**config.mk**
```make
export PLATFORM = sky130hd
export DESIGN_NAME = ram_counter_bank_flat
export DESIGN_NICKNAME = d
export VERILOG_FILES = /design/src/rtl/ram_counter_pkg.sv /design/src/rtl/ram_counter_bank_if.sv /design/src/rtl/ram_counter_store.sv /design/src/rtl/ram_counter_bank.sv /design/src/flat_wrapper.sv
export SDC_FILE = /design/constraint.sdc
export NUM_CORES = 1
export LEC_CHECK = 0
export CORE_UTILIZATION = 35
export CTS_CLUSTER_SIZE = 8
export DETAILED_ROUTE_END_ITERATION = 16
export PLACE_DENSITY = 0.54
export SETUP_SLACK_MARGIN = 0.3
export SLEW_MARGIN = 25
export SYNTH_ARGS = -nofsm -noshare
export SYNTH_HDL_FRONTEND = slang
export SYNTH_SLANG_ARGS = --single-unit
```
**constraint.sdc**
```tcl
create_clock -name clk_i -period 3.2 [get_ports clk_i]
set_clock_uncertainty 0.2 [all_clocks]
set_input_delay 0.64 -clock clk_i [delete_from_list [all_inputs] [get_ports clk_i]]
set_output_delay 0.64 -clock clk_i [all_outputs]
set_load 0.02 [all_outputs]
```
**src/rtl/ram_counter_pkg.sv**
```systemverilog
// Shared encodings for the RAM-backed counter bank.
//   cmd_op_e : command opcodes carried on the command port
//   state_e  : command sequencer states
package ram_counter_pkg;

  typedef enum logic [1:0] {
    OP_STORE = 2'd0,
    OP_LOAD  = 2'd1,
    OP_CLEAR = 2'd2,
    OP_NOP   = 2'd3
  } cmd_op_e;

  typedef enum logic [1:0] {
    IDLE  = 2'd0,
    READ  = 2'd1,
    CLEAR = 2'd2
  } state_e;

endpackage

```
**src/rtl/ram_counter_bank_if.sv**
```systemverilog
// Command port of the counter bank: valid/ready request plus done pulse.
//   cmd_valid/cmd_op/cmd_addr : request from the control logic (master)
//   cmd_ready                 : bank can take a command this cycle
//   done                      : one-cycle completion pulse
interface ram_counter_bank_if #(
  parameter int AW = 4
);
  logic          cmd_valid;
  logic [1:0]    cmd_op;
  logic [AW-1:0] cmd_addr;
  logic          cmd_ready;
  logic          done;

  modport master (output cmd_valid, cmd_op, cmd_addr, input cmd_ready, done);
  modport slave  (input cmd_valid, cmd_op, cmd_addr, output cmd_ready, done);
endinterface

```
**src/rtl/ram_counter_store.sv**
```systemverilog
// Snapshot RAM: DEPTH x WIDTH simple dual-port array, one write port and
// one read port with a single cycle of read latency.
//   clk_i             : clock
//   we_i/waddr_i/wdata_i : write port
//   raddr_i/rdata_o   : read port, rdata_o valid the cycle after raddr_i
// A read to the slot being written returns the old contents.
module ram_counter_store #(
  parameter int WIDTH = 8,
  parameter int DEPTH = 16,
  parameter int AW    = $clog2(DEPTH)
) (
  input  logic             clk_i,
  input  logic             we_i,
  input  logic [AW-1:0]    waddr_i,
  input  logic [WIDTH-1:0] wdata_i,
  input  logic [AW-1:0]    raddr_i,
  output logic [WIDTH-1:0] rdata_o
);
  logic [WIDTH-1:0] mem_q [DEPTH];
  logic [WIDTH-1:0] rdata_q;

  always_ff @(posedge clk_i) begin
    if (we_i) mem_q[waddr_i] <= wdata_i;
    rdata_q <= mem_q[raddr_i];
  end

  assign rdata_o = rdata_q;
endmodule

```
**src/rtl/ram_counter_bank.sv**
```systemverilog
// Up/down counter with internal tick divider and a snapshot RAM driven
// through a valid/ready command port (STORE, LOAD, CLEAR, NOP).
//   clk_i   : system clock          rst_i : synchronous active-high reset
//   en_i    : count enable          up_i  : 1 = up, 0 = down
//   cmd     : command interface (slave side)
//   tick_o  : divider pulse         limit_o : pulse on wrap / saturate hit
//   cnt_o   : counter value
module ram_counter_bank
  import ram_counter_pkg::*;
#(
  parameter int WIDTH    = 8,
  parameter int DEPTH    = 16,
  parameter int TICK_DIV = 50,
  parameter int SATURATE = 0
) (
  input  logic             clk_i,
  input  logic             rst_i,
  input  logic             en_i,
  input  logic             up_i,
  ram_counter_bank_if.slave cmd,
  output logic             tick_o,
  output logic             limit_o,
  output logic [WIDTH-1:0] cnt_o
);
  localparam int AW = $clog2(DEPTH);
  localparam int DW = (TICK_DIV > 1) ? $clog2(TICK_DIV) : 1;
  localparam logic [WIDTH-1:0] CMAX = '1;

  state_e           state_q, state_d;
  logic [DW-1:0]    div_q, div_d;
  logic [WIDTH-1:0] cnt_q, cnt_d;
  logic [AW-1:0]    clr_q, clr_d;
  logic             done_q, done_d;
  logic             limit_q, limit_d;

  logic             at_end, ready, accept, step;
  logic             ram_we;
  logic [AW-1:0]    ram_waddr;
  logic [WIDTH-1:0] ram_wdata, ram_rdata;

  assign at_end = (div_q == DW'(TICK_DIV - 1));
  assign div_d  = at_end ? '0 : div_q + DW'(1);
  assign ready  = (state_q == IDLE) && !rst_i;
  assign accept = cmd.cmd_valid && ready;
  // The LOAD capture edge owns the counter; a coincident tick is dropped.
  assign step   = at_end && en_i && (state_q != READ);

  always_ff @(posedge clk_i) begin
    if (rst_i) begin
      state_q <= IDLE;
      div_q   <= '0;
      cnt_q   <= '0;
      clr_q   <= '0;
      done_q  <= 1'b0;
      limit_q <= 1'b0;
    end else begin
      state_q <= state_d;
      div_q   <= div_d;
      cnt_q   <= cnt_d;
      clr_q   <= clr_d;
      done_q  <= done_d;
      limit_q <= limit_d;
    end
  end

  always_comb begin
    state_d   = state_q;
    clr_d     = clr_q;
    done_d    = 1'b0;
    ram_we    = 1'b0;
    ram_waddr = cmd.cmd_addr;
    ram_wdata = cnt_q;
    unique case (state_q)
      IDLE: begin
        if (accept) begin
          unique case (cmd_op_e'(cmd.cmd_op))
            OP_STORE: begin ram_we = 1'b1; done_d = 1'b1; end
            OP_LOAD:  state_d = READ;
            OP_CLEAR: begin state_d = CLEAR; clr_d = '0; end
            default:  done_d = 1'b1;
          endcase
        end
      end
      READ: begin
        state_d = IDLE;
        done_d  = 1'b1;
      end
      CLEAR: begin
        ram_we    = 1'b1;
        ram_waddr = clr_q;
        ram_wdata = '0;
        clr_d     = clr_q + AW'(1);
        if (clr_q == AW'(DEPTH - 1)) begin
          state_d = IDLE;
          done_d  = 1'b1;
        end
      end
      default: state_d = IDLE;
    endcase

    cnt_d   = cnt_q;
    limit_d = 1'b0;
    if (state_q == READ) begin
      cnt_d = ram_rdata;
    end else if (step) begin
      if (up_i) begin
        if (cnt_q == CMAX) begin
          limit_d = 1'b1;
          cnt_d   = (SATURATE != 0) ? CMAX : '0;
        end else begin
          cnt_d = cnt_q + WIDTH'(1);
        end
      end else begin
        if (cnt_q == '0) begin
          limit_d = 1'b1;
          cnt_d   = (SATURATE != 0) ? '0 : CMAX;
        end else begin
          cnt_d = cnt_q - WIDTH'(1);
        end
      end
    end
  end

  // Writes are blocked during reset so an aborted CLEAR stops immediately.
  ram_counter_store #(.WIDTH(WIDTH), .DEPTH(DEPTH), .AW(AW)) u_store (
    .clk_i   (clk_i),
    .we_i    (ram_we && !rst_i),
    .waddr_i (ram_waddr),
    .wdata_i (ram_wdata),
    .raddr_i (cmd.cmd_addr),
    .rdata_o (ram_rdata)
  );

  assign cmd.cmd_ready = ready;
  assign cmd.done      = done_q;
  assign tick_o        = at_end && !rst_i;
  assign limit_o       = limit_q;
  assign cnt_o         = cnt_q;
endmodule

```
**src/flat_wrapper.sv**
```systemverilog
// flat-port wrapper written by rule: the top's interface ports become plain ports
module ram_counter_bank_flat import ram_counter_pkg::*;
#(
  parameter int WIDTH    = 8,
  parameter int DEPTH    = 16,
  parameter int TICK_DIV = 50,
  parameter int SATURATE = 0
)
  (clk_i, rst_i, en_i, up_i, tick_o, limit_o, cnt_o, cmd_cmd_valid, cmd_cmd_op, cmd_cmd_addr, cmd_cmd_ready, cmd_done);
  ram_counter_bank_if #(.AW(4)) cmd_i ();
  input  logic clk_i;
  input  logic rst_i;
  input  logic en_i;
  input  logic up_i;
  output logic tick_o;
  output logic limit_o;
  output logic [WIDTH-1:0] cnt_o;
  input wire logic [$bits(cmd_i.cmd_valid)-1:0] cmd_cmd_valid;
  input wire logic [$bits(cmd_i.cmd_op)-1:0] cmd_cmd_op;
  input wire logic [$bits(cmd_i.cmd_addr)-1:0] cmd_cmd_addr;
  output wire logic [$bits(cmd_i.cmd_ready)-1:0] cmd_cmd_ready;
  output wire logic [$bits(cmd_i.done)-1:0] cmd_done;
  assign cmd_i.cmd_valid = cmd_cmd_valid;
  assign cmd_i.cmd_op = cmd_cmd_op;
  assign cmd_i.cmd_addr = cmd_cmd_addr;
  assign cmd_cmd_ready = cmd_i.cmd_ready;
  assign cmd_done = cmd_i.done;
  ram_counter_bank #(.WIDTH(WIDTH), .DEPTH(DEPTH), .TICK_DIV(TICK_DIV), .SATURATE(SATURATE)) u_core (.clk_i(clk_i), .rst_i(rst_i), .en_i(en_i), .up_i(up_i), .cmd(cmd_i), .tick_o(tick_o), .limit_o(limit_o), .cnt_o(cnt_o));
endmodule
```
# Yosys cells after proc, flatten, opt, wreduce, memory -nomap -nowiden
# Memories as Yosys holds them, arrays and structs flattened. A register that Yosys moved wholly into a read port is not among the register bits.
# Index checks and enable logic that the tools add are counted.
dict set report word_totals {
  register_bits 22
  latch_bits 0
  ramBits 128
  romBits 0
  input_bits 11
  output_inout_bits 12
  word_cells 67
  n_memories 1
}
dict set report op_classes {
  addsub 4
  n_mul 0
  n_div 0
  order_cmp 0
  n_eq_ne 12
  n_shift 0
  n_mux 26
  n_bitwise 1
  n_reduce_logical 17
}
# memory words word_bits read_ports rd_clocked_by_memory_dff write_ports line
set mem_list {}
lappend mem_list {u_core.u_store.mem_q 16 8 1 1 1 ram_counter_store.sv:19} ;# logic [WIDTH-1:0] mem_q [DEPTH];
# cell n
set ops {}
lappend ops {{$mux W8} 6}
lappend ops {{$mux W4} 3}
lappend ops {{$mux W1} 10}
lappend ops {{$add A8 B1 Y8 const B} 1}
lappend ops {{$eq A8 B8 Y1 const B} 1}
lappend ops {{$logic_not A8 Y1} 1}
lappend ops {{$pmux W2 S2} 2}
lappend ops {{$pmux W4 S2} 1}
lappend ops {{$sub A8 B1 Y8 const B} 1}
lappend ops {{$add A6 B1 Y6 const B} 1}
lappend ops {{$eq A6 B6 Y1 const B} 1}
lappend ops {{$logic_and A1 B1 Y1} 6}
lappend ops {{$ne A2 B1 Y1 const B} 3}
lappend ops {{$reduce_and A3 Y1} 2}
lappend ops {{$add A4 B1 Y4 const B} 1}
lappend ops {{$eq A2 B1 Y1 const B} 2}
lappend ops {{$eq A2 B2 Y1 const B} 2}
lappend ops {{$eq A4 B4 Y1 const B} 1}
lappend ops {{$logic_not A2 Y1} 2}
lappend ops {{$mux W2} 2}
lappend ops {{$reduce_bool A2 Y1} 2}
lappend ops {{$reduce_or A2 Y1} 2}
lappend ops {{$ne A3 B3 Y1 const B} 1}
lappend ops {{$pmux W1 S3} 1}
lappend ops {{5 further kinds} 5}

# Longest topological paths before layout
dict set report logic_depth {
  ltp_word 8
  mapped_depth 8
  ltp_nobuf 7
}

# Cells and area by module
# From an unflattened synthesis, not the netlist that was laid out.
dict set report hier_totals {
  hier_cells 417
  area_unflattened_um2 6687.7
}
# mod instances cells_per_inst area_each_um2 seq_area_each_um2
set by_module_without_submodules {}
lappend by_module_without_submodules {ram_counter_store 1 229 5147.4 4003.8}
lappend by_module_without_submodules {ram_counter_bank 1 188 1540.2 440.4}

# Least setup slack after synthesis
# No wires, ideal clock.
dict set report synth_path {
  kind {in2reg}
  startpoint {input port cmd_cmd_addr[1]}
  endpoint {memory u_core.u_store.mem_q[2][0], enable pin}
  setup_time_ns 0.370
  arrival_ns 2.008
  required_time_ns 2.630
  slack_ns 0.622
  cell_stages 5
  path_buffers 2
  path_cell_list {clkbuf_1 buf_1 nor3b_1 o21ai_0 nor2_1}
}
dict set report synth_via {
  elab_chain_cells 1
}
# element line
set synth_lines {}
lappend synth_lines {{start: declaration} flat_wrapper.sv:20} ;# input wire logic [$bits(cmd_i.cmd_addr)-1:0] cmd_cmd_addr;
lappend synth_lines {{$mux W4} ram_counter_bank.sv:73} ;# unique case (state_q)
lappend synth_lines {{end: declaration} ram_counter_store.sv:19}
# No other way between the ends.

# Final worst setup path
dict set report layout_path {
  startpoint {register u_core.div_q[0]}
  endpoint {output port tick_o}
}
dict set report layout_via {
  elab_chain_cells 2
}
# element line
set layout_lines {}
lappend layout_lines {{start: declaration} ram_counter_bank.sv:30} ;# logic [DW-1:0] div_q, div_d;
lappend layout_lines {{start signal: assignment} ram_counter_bank.sv:58} ;# div_q <= div_d;
lappend layout_lines {{$eq A6 B6 Y1} ram_counter_bank.sv:41} ;# assign at_end = (div_q == DW'(TICK_DIV - 1));
lappend layout_lines {{$logic_and A1 B1 Y1} ram_counter_bank.sv:136} ;# assign tick_o = at_end && !rst_i;
lappend layout_lines {{end: declaration} flat_wrapper.sv:15} ;# output logic tick_o;
# No other way between the ends.

==> impl_summary.txt <==
----------------------------------------------------
[Status]
  Result of the run ... finished, final reports clean

[Floorplanning]
  Die boundary width ... 140 microns
  FP Rows ... 49
  Initial core utilization ... 36.3%
  Core footprint ... 18300 sq um
  Vertical die dimension ... 140 microns
  Top Ports ... 23
  Area of the die ... 19500 sq um

[Power]
  Clock share of power ... 42.8%
  Power share of the sequential group ... 50.6%
  Peak supply drop ... 301 uV
  PwrDens ... 577 nW/um^2
  Power Internal ... 3450 uW
  Leak Pwr ... 0.00260 uW
  Net Sw Power ... 1030 uW
  Comb power frac ... 6.5%
  Net switching share of the total power ... 23.0%
  Total chip power ... 4490 uW

[Final layout]
  Commonest non-fill, non-tap cells in the layout ... edfxtp_1, nor2_1, mux4_2, dfxtp_1, buf_4
  Area Growth Syn to Fin ... 17.3%
  Fin nets ... 478
  End-of-flow core utilization ... 42.6%
  Number of fillers in the final layout ... 1644
  Most frequent standard cell in the layout excluding fill and tap cells ... edfxtp_1
  Share of layout cells above drive strength 1 ... 22.0%
  Number of diodes added for antenna fixing ... 0

[Route]
  Total via count in the routed design ... 3735
  Vias per cell ... 5.33
  Router iterations before antenna repair ... 4
  Total routed wirelength ... 15000 microns
  Antenna viol nets, final ... 0
  Iteration-0 DRC count of the detailed router ... 222
  Detail-routed net length per standard cell ... 21.3 microns
  Drc violations ... 0

[GRT]
  Pin count of the biggest net entering global routing ... 37
  First-pass GRT wire length ... 23100 microns
  All-Layer GR Usage ... 16.5%
  Vias in the first global route ... 3789
  Aggregate global routing overflow ... 0
  Antenna violations before repair ... 0

[Clocking]
  Clock transition at the registers of the reported paths ... 60 ps
  Sink count of the clock tree ... 158
  Root Buffer Master ... clkbuf_16
  Insertion delay to the later sink of the worst-skew pair ... 430 ps
  Number of buffers on the longest clock path ... 2
  Number of buffers added by the clock tree synthesis step ... 17
  CTS tree ... built
  Depth of the CTS H-tree ... 4

[Timing]
  Number of failing hold endpoints at the final stage ... 0
  Period Utilization, post-route ... 80.8%
  Remaining max-slew budget at the tightest pin ... 45.4%
  Final critical-path required period ... 2580 ps
  Actual slew at the worst max-slew pin ... 817 ps
  Max frequency ... 387 MHz
  RSZ-0062 raised after global routing ... no
  Min setup slack post-route ... 616 ps
  Total negative setup slack ... 0 ps
  Number of setup violations in the final report ... 0
  Fin. max-slew vios ... 0

[Placed design]
  Placement Setup Slack ... 49.8 ps
  Routability-driven placement congestion ratio ... 0.792
  Count of buffers inserted at the top-level ports ... 22
  HPWL after DPL ... 9710 microns

[Yosys]
  Post-Syn Area ... 6630 sq um
  Post-synthesis cell type count ... 46
  Dominant synthesized flop cell ... edfxtp_1
  Mean instance size in the synthesized netlist ... 15.8 sq um
  Synthesized netlist net count ... 438
  #FFs+latches synth ... 158
  Warning count from the yosys run ... 0
  Post-Syn Instances ... 419
  Count of flip-flops with a built-in enable after synthesis ... 128
  Sequential share of the synthesized area ... 67.0%
  Post-synth ARST share ... 0%

[Worst setup path]
  Critical Path Fanout Max ... 5
  Critical path arrival ... 1740 ps
  Crit path required time ... 2360 ps
  Setup crit start kind ... register
  Type of the setup path with the least slack ... register to output port
  Kind of capture point of the worst setup path ... output port

[Job]
  Max-cap violations ... 0

[Hold path]
  Type of the most critical hold path ... register to register

----------------------------------------------------
-- power by group through the flow --
stage | logic [uW] | registers (uW) | clock network (uW)
2_1_floorplan | 194 | 2310 | 0
3_5_place_dp | 298 | 2320 | 0
5_1_grt | 320 | 2270 | 2040
3_3_place_gp | 292 | 2310 | 0
4_1_cts | 298 | 2270 | 1960
6_report | 294 | 2270 | 1920
-- area by class of cell --
| type | instances | area (sq um) | share of cell area [%] |
|---|---|---|---|
| clock buffers | 18 | 429 | 5.52 |
| clock inverters | 14 | 134 | 1.72 |
| inverters | 13 | 48.8 | 0.627 |
| multi-input cells | 224 | 2020 | 26.0 |
| flip-flops and latches | 158 | 4440 | 57.1 |
| well taps | 229 | 287 | 3.68 |
| repair buffers | 45 | 414 | 5.32 |
-- sequential cells by signal, indices dropped and copies added, names as in the netlist --
signal,count
u_core.clr_q,4
u_core.cnt_o,8
u_core.limit_o,1
u_core.state_q,2
u_core.u_store.rdata_o,8
u_core.cmd.done,1
u_core.div_q,6
u_core.u_store.mem_q,128
-- stage by stage --
stage	hold WS [ps]	instances	instance area [sq um]
final	246	701	7780
after global routing	283	701	7780
after CTS	252	701	7770
after global placement	239	669	7200
after floorplan	222	419	6630
after detailed placement	239	669	7210
-- Yosys cell counts, types with 2 or more instances --
library cell,instances,area share (%)
buf_1,3,0.17
dfxtp_1,30,9.1
nand2_1,15,0.85
xor2_1,3,0.40
o21ai_0,9,0.68
clkbuf_1,11,0.62
nor2b_1,4,0.38
xnor2_1,5,0.66
ha_1,8,1.5
mux2i_1,2,0.30
nand3_1,9,0.68
o211ai_1,2,0.23
and2_1,7,0.66
nand4_1,3,0.28
a21oi_1,18,1.4
and4_1,2,0.26
or3_1,2,0.19
nor2_1,44,2.5
mux4_2,40,14
a221oi_1,2,0.26
a22oi_1,3,0.34
nand2b_1,3,0.28
nor3b_1,7,0.79
a31oi_1,8,0.75
buf_2,4,0.30
inv_1,12,0.68
edfxtp_1,128,58
nor3_1,8,0.60
buf_6,3,0.51
a311oi_1,3,0.40
buf_4,3,0.34
and3_1,4,0.38
-- layer usage --
layer | wire length, microns | vias up | GRT usage, % | share of wire (%)
met2 | 7170 | 113 | 25.7 | 48
li1 | - | 1716 | - | -
met4 | 109 | 0 | 4.51 | 0.73
met1 | 6760 | 1895 | 22.5 | 45
met5 | 0 | - | 0 | 0
met3 | 927 | 11 | 4.71 | 6.2
-- worst max-delay path, stage by stage, from the launching register on --
cell and delay (ps):
dfxtp_1 380, ha_1 170, and4bb_2 280, nand2_1 90, nor2_1 80, dlygate4sd2_1 330
-- path summary, 6_finish.rpt --
check | cells after the start | startpoint | endpoint | slack (ps)
worst max-delay path | 5 | u_core.div_q[0]$_SDFF_PP0_ | tick_o | 620
worst min-delay path | 2 | u_core.u_store.rdata_o[4]$_DFF_P_ | u_core.cnt_o[4]$_SDFFE_PP0P_ | 250
worst max register to register | 5 | u_core.state_q[0]$_SDFFE_PP0P_ | u_core.u_store.mem_q[2][0]$_DFFE_PP_ | 690
worst min register to register | 2 | u_core.u_store.rdata_o[4]$_DFF_P_ | u_core.cnt_o[4]$_SDFFE_PP0P_ | 250
-- cells by family after synthesis --
group           after synthesis  synth area share (%)
flops                       158                  67.0
simple gates                114                  8.81
compound gates               52                  5.02
mux                          42                  13.9
buf+inv                      37                  2.68
xor+xnor                      8                  1.06
fa+ha+maj                     8                  1.51
-- repair_timing --
action,CTS,global route
buffers inserted,0,0
pin swaps,0,0
gates resized for setup,1,2
gates cloned,0,0
hold buffers,0,0
setup endpoints to repair,1,40
Power figures use the tool's default switching activity.
